## src/rtl/axis_rr_mux.sv

```systemverilog
// Round-robin AXI-Stream packet multiplexer: one input holds the lock from its first beat until tlast.
// Output beats come from a small registered FIFO; PMU counters track completed packets and output stalls.
module axis_rr_mux #(
  parameter int N_PORTS    = 5,
  parameter int DATA_W     = 32,
  parameter int ID_W       = 4,
  parameter int DEST_W     = 4,
  parameter int FIFO_DEPTH = 4,
  parameter int CNT_W      = 16
) (
  input  logic                             clk_i,
  input  logic                             rst_i,
  input  logic [N_PORTS-1:0]               s_tvalid_i,
  output logic [N_PORTS-1:0]               s_tready_o,
  input  logic [N_PORTS-1:0][DATA_W-1:0]   s_tdata_i,
  input  logic [N_PORTS-1:0][ID_W-1:0]     s_tid_i,
  input  logic [N_PORTS-1:0][DEST_W-1:0]   s_tdest_i,
  input  logic [N_PORTS-1:0]               s_tlast_i,
  output logic                             m_tvalid_o,
  input  logic                             m_tready_i,
  output logic [DATA_W-1:0]                m_tdata_o,
  output logic [ID_W-1:0]                  m_tid_o,
  output logic [DEST_W-1:0]                m_tdest_o,
  output logic                             m_tlast_o,
  output logic [N_PORTS-1:0]               grant_o,
  input  logic                             cnt_clear_i,
  output logic [N_PORTS-1:0][CNT_W-1:0]    pkt_cnt_o,
  output logic [CNT_W-1:0]                 stall_cnt_o
);

  localparam int PW = $clog2(N_PORTS);
  localparam int AW = $clog2(FIFO_DEPTH);
  localparam int EW = DATA_W + ID_W + DEST_W + 1;

  typedef enum logic {IDLE, LOCKED} state_e;

  state_e                          state_q, state_d;
  logic [N_PORTS-1:0]              grant_q, grant_d;
  logic [PW-1:0]                   sel_q, sel_d;
  logic [PW-1:0]                   last_q, last_d;
  logic [PW-1:0]                   win_idx;
  logic                            win_found;
  logic [EW-1:0]                   mem_q [FIFO_DEPTH];
  logic [AW:0]                     wr_q, rd_q;
  logic                            full, empty, push, pop, push_last;
  logic [N_PORTS-1:0][CNT_W-1:0]   pkt_cnt_q;
  logic [CNT_W-1:0]                stall_cnt_q;

  assign full  = (wr_q[AW] != rd_q[AW]) && (wr_q[AW-1:0] == rd_q[AW-1:0]);
  assign empty = (wr_q == rd_q);
  assign pop   = !empty && m_tready_i;

  // Search starts just after the last winner and wraps, so every requester is served within N_PORTS packets.
  always_comb begin
    int unsigned j;
    j         = 0;
    win_idx   = '0;
    win_found = 1'b0;
    for (int unsigned k = 1; k <= N_PORTS; k++) begin
      j = (int'(last_q) + k) % N_PORTS;
      if (!win_found && s_tvalid_i[j]) begin
        win_found = 1'b1;
        win_idx   = PW'(j);
      end
    end
  end

  always_comb begin
    state_d    = state_q;
    grant_d    = grant_q;
    sel_d      = sel_q;
    last_d     = last_q;
    s_tready_o = '0;
    push       = 1'b0;
    push_last  = 1'b0;
    case (state_q)
      IDLE: begin
        if (win_found) begin
          state_d = LOCKED;
          sel_d   = win_idx;
          grant_d = N_PORTS'(1) << win_idx;
        end
      end
      LOCKED: begin
        s_tready_o[sel_q] = !full;
        push              = s_tvalid_i[sel_q] && !full;
        push_last         = push && s_tlast_i[sel_q];
        if (push_last) begin
          state_d = IDLE;
          last_d  = sel_q;
          grant_d = '0;
        end
      end
      default: state_d = IDLE;
    endcase
  end

  always_ff @(posedge clk_i or posedge rst_i) begin
    if (rst_i) begin
      state_q <= IDLE;
      grant_q <= '0;
      sel_q   <= '0;
      last_q  <= PW'(N_PORTS - 1);
    end else begin
      state_q <= state_d;
      grant_q <= grant_d;
      sel_q   <= sel_d;
      last_q  <= last_d;
    end
  end

  // Storage is reset too, so the head reads zero whenever the block is held in reset.
  always_ff @(posedge clk_i or posedge rst_i) begin
    if (rst_i) begin
      wr_q <= '0;
      rd_q <= '0;
      for (int unsigned i = 0; i < FIFO_DEPTH; i++) mem_q[i] <= '0;
    end else begin
      if (push) begin
        mem_q[wr_q[AW-1:0]] <= {s_tdata_i[sel_q], s_tid_i[sel_q], s_tdest_i[sel_q], s_tlast_i[sel_q]};
        wr_q                <= wr_q + 1'b1;
      end
      if (pop) rd_q <= rd_q + 1'b1;
    end
  end

  always_ff @(posedge clk_i or posedge rst_i) begin
    if (rst_i) begin
      pkt_cnt_q   <= '0;
      stall_cnt_q <= '0;
    end else if (cnt_clear_i) begin
      pkt_cnt_q   <= '0;
      stall_cnt_q <= '0;
    end else begin
      for (int unsigned i = 0; i < N_PORTS; i++) begin
        if (push_last && grant_q[i] && pkt_cnt_q[i] != '1) pkt_cnt_q[i] <= pkt_cnt_q[i] + 1'b1;
      end
      if (!empty && !m_tready_i && stall_cnt_q != '1) stall_cnt_q <= stall_cnt_q + 1'b1;
    end
  end

  assign {m_tdata_o, m_tid_o, m_tdest_o, m_tlast_o} = mem_q[rd_q[AW-1:0]];
  assign m_tvalid_o  = !empty;
  assign grant_o     = grant_q;
  assign pkt_cnt_o   = pkt_cnt_q;
  assign stall_cnt_o = stall_cnt_q;

endmodule

```

## config.mk

```make
export PLATFORM = sky130hd
export DESIGN_NAME = axis_rr_mux
export DESIGN_NICKNAME = d
export VERILOG_FILES = /design/src/rtl/axis_rr_mux.sv
export SDC_FILE = /design/constraint.sdc
export NUM_CORES = 1
export LEC_CHECK = 0
export BUFFER_PORTS_ARGS = -buffer_cell sky130_fd_sc_hd__buf_2
export CAP_MARGIN = 20
export CORE_MARGIN = 10
export CORE_UTILIZATION = 35
export CTS_CLUSTER_SIZE = 16
export DETAILED_ROUTE_END_ITERATION = 8
export HOLD_SLACK_MARGIN = 0.15
export SYNTH_ARGS = -nofsm -noshare
export SYNTH_HDL_FRONTEND = slang
export SYNTH_SLANG_ARGS = --single-unit
```

## constraint.sdc

```tcl
create_clock -name clk_i -period 22.7 [get_ports clk_i]
set_clock_uncertainty 0.15 [all_clocks]
set_input_delay 2.27 -clock clk_i [delete_from_list [all_inputs] [get_ports clk_i]]
set_output_delay 2.27 -clock clk_i [all_outputs]
set_load 0.01 [all_outputs]
```

==> flow_summary.toml <==
[logic_synthesis]
syn-num-nets = 1787
ys_top_cells_by_area = "dfrtp_1 (43%), mux2_2 (9.5%), mux4_2 (6.6%)"
synth_top_area_share = 0.435
netlist_area_um2 = 15900
synth_cells = 1540
synth-seq-cells = 278
synth_top_cell_by_area = "dfrtp_1"
yosysSeqAreaShare = 0.436
synth_async_sr_flop_share = 1.00
avgSynthCellArea_um2 = 10.4
synth_edf_count = 0
synth_ff_type = "dfrtp_1"
yosysWarnings = 0
netlist-cell-type-count = 74

[floorplan]
die_h_um = 233
core_area_um2 = 45200
initial_core_util = 0.353
die_w_um = 233
core.rowCount = 78
die_area_um2 = 54500
ioPinCount = 362

[cts]
clk_pin_slew_ns = 0.06
ctsRootBufferMaster = "clkbuf_16"
cts_buffers = 35
insertion_delay_ns = 0.54
cts_resized = 0
post_cts_buffers = 0
cts_max_level = 2
cts_tree = "yes"
postCtsHoldBufs = 0
cts_buffer_depth = 3
cts_sinks = 278

[pwr]
vdd_ir_drop_max_mv = 0.0638
combPwrFrac = 0.502
pwr_density_cell_nw_per_um2 = 138
p_int_mw = 1.61
p_sw_frac = 0.399
p_switching_mw = 1.07
p_leak_nw = 8.59
power.share.clock = 0.217
pwr-share-seq = 0.281

[routing]
vias_per_cell = 5.35
met2WireLength_mm = 22.9
drtIter0Drc = 715
postRouteAntennaNets = 0
num_vias = 13251
m1WireLength_mm = 21.1
dr.pass1.iters = 5
highest_layer = "met5"
routed_wl_mm = 48.7
remaining_drc_errors = 0
wire_per_inst_um = 19.6
met3_length_mm = 3.70

[run_status]
status = "finished clean"

[placement]
globalplace.congestion = 0.901
dpl.hpwl_mm = 34.5
port_buffers = 361
place_ws_ns = 17.04

[critical_path]
cp-start-kind = "flip-flop"
setup.worst_path.start = "last_q[0]$_DFFE_PP0P_"
crit_required_ns = 22.96
cpMostUsedCell = "ha_1"
max_stage_delay_ns = 0.94
critical_path_buf_inv_count = 3
cpMaxStageDelayCell = "ha_1"
r2r-start = "last_q[0]$_DFFE_PP0P_"
path_max_fanout = 34
critPathTopFamily = "compound AO/OA/AOI/OAI gates"
critPathKind = "flip-flop to flip-flop"
crit_chain = "buf_4, inv_1, ha_1, ha_1, nor2_1, a21oi_1, xnor2_1, ha_1, inv_1, o221a_2, a2bb2oi_2, nor2b_1, a211oi_1, a21oi_1, o31ai_2, mux2_2"
crit_path_end_kind = "flip-flop"
arrival_ns = 6.00

[run]
max_cap_violations = 0

[cells_and_area]
final_util = 0.432
area_growth_pct = 22.3
drive_gt1_frac = 0.344
nNetsFinal = 2102

[sta]
worst_pin_slew_ns = 1.04
layout_min_cycle_time_ns = 5.73
setup_ws_ns = 16.97
finalSetupViolations = 0
finalHoldViolCount = 0
relSlewSlack = 0.306
fin_crit_sh = 0.253
holdWs_ns = 0.350
tns_ns = 0
finalMaxSlewViolations = 0
rsz0062_at_grt = "false"
fmax_mhz = 174

[grt]
grt_pass1_vias = 13395
grt_pass1_wl_mm = 74.9
antenna_found_initial = 3
grtUsageTotal = 0.172
overflow = 0
grt_max_degree = 134

[hold_path]
hp-class = "flip-flop to flip-flop"
hp-start = "rd_q[2]$_DFFE_PP0P_"
[final cells by class]
type	instances	area (um^2)
Clock buffer	51	1020
Inverter	32	128
Antenna cell	1	2.50
Sequential cell	278	6970
Fill cell	4302	25700
Tap cell	600	751
Multi-Input combinational cell	1130	8490
Clock inverter	9	193
Timing Repair Buffer	378	1950
[worst paths after layout]
kind                       slack (ns)  cells after the start                          to
max in group asynchronous       19.01                      3       mem_q[22]$_DFFE_PP0P_
hold reg to reg                  0.35                      1         rd_q[2]$_DFFE_PP0P_
min in group asynchronous        1.75                      2  stall_cnt_o[4]$_DFFE_PP0P_
setup reg to reg                16.97                     16        sel_q[2]$_DFFE_PP0P_
setup / recovery                16.97                     16        sel_q[2]$_DFFE_PP0P_
hold / removal                   0.35                      1         rd_q[2]$_DFFE_PP0P_
[logic make-up (layout without fill, tap and decap cells)]
group	after synthesis	after routing	synth area share
adder cells (fa/ha/maj)	33	33	0.0259
buffers and inverters	132	470	0.0332
XOR/XNOR	88	88	0.0500
flip-flops	278	278	0.436
other	0	1	0
multiplexers	225	225	0.189
AND/OR/NAND/NOR	448	448	0.130
AO/OA/AOI/OAI	336	336	0.136
[worst reg2reg max path, stage by stage (launching register included)]
cell       delay [ns]
dfrtp_1          0.32
buf_4            0.35
inv_1            0.36
ha_1             0.94
ha_1             0.34
nor2_1           0.06
a21oi_1          0.22
xnor2_1          0.25
ha_1             0.27
inv_1            0.05
o221a_2          0.27
a2bb2oi_2        0.29
nor2b_1          0.12
a211oi_1         0.32
a21oi_1          0.16
o31ai_2          0.73
mux2_2           0.41
[sequential cells by signal, summed over array words and instances, names as in the netlist]
name         count
mem_q          164
pkt_cnt_o       80
stall_cnt_o     16
grant_o          5
last_q           3
rd_q             3
sel_q            3
wr_q             3
state_q          1
[power by group through the flow]
stage               logic [mW]  registers [mW]  clock network, mW
floorplan                0.980           0.725                  0
global placement          1.32           0.754                  0
detailed placement        1.35           0.764                  0
CTS                       1.35           0.755              0.603
global route              1.48           0.775              0.622
finish                    1.35           0.754              0.584
[placed cells by master (no fill, tap or decap), drive strengths merged, types with 43 or more instances in the layout]
cell type	Yosys	final
mux4	47	47
a22oi	55	55
nand2	89	89
dfrtp	277	277
buf	29	378
mux2	135	135
nor2	193	193
xnor2	49	49
a21oi	101	101
mux2i	43	43
clkbuf	71	51
nand3	43	43
o21ai	83	83
[metal layers]
metal,vias to the layer above,global-route usage
met5,-,0
met4,2,0.0508
met3,67,0.0494
met2,373,0.275
met1,6579,0.222
li1,6230,-
[through the flow]
stage	total power [mW]	instance area (um^2)	cells
2_1_floorplan	1.71	15900	1540
3_3_place_gp	2.08	18300	2417
6_report	2.68	19500	2479
5_1_grt	2.87	19500	2478
4_1_cts	2.71	19500	2477
3_5_place_dp	2.11	18300	2417
[cells in the mapped netlist, types with 3 or more instances]
library cell,count
o22a_1,3
nor4_1,5
nand2_1,89
buf_2,9
a21oi_1,99
nor2_1,193
and4_1,9
inv_1,30
o21ai_0,79
dfrtp_1,277
a22oi_1,55
and3_1,7
nor2b_1,13
buf_6,3
o211a_1,7
o41ai_1,4
o31ai_1,4
ha_1,33
o211ai_1,7
xnor2_1,47
or3_1,24
nor3_1,20
o22ai_1,26
nand3_1,43
mux2i_1,43
nand2b_1,9
and2_1,11
xor2_1,39
a211oi_1,7
nand4_1,12
o21ai_1,4
a221oi_1,3
mux2_2,134
mux4_2,47
clkbuf_1,71
nor3b_1,3
buf_1,17
a31oi_1,8
Note: power is estimated with default switching activity, not from simulation.
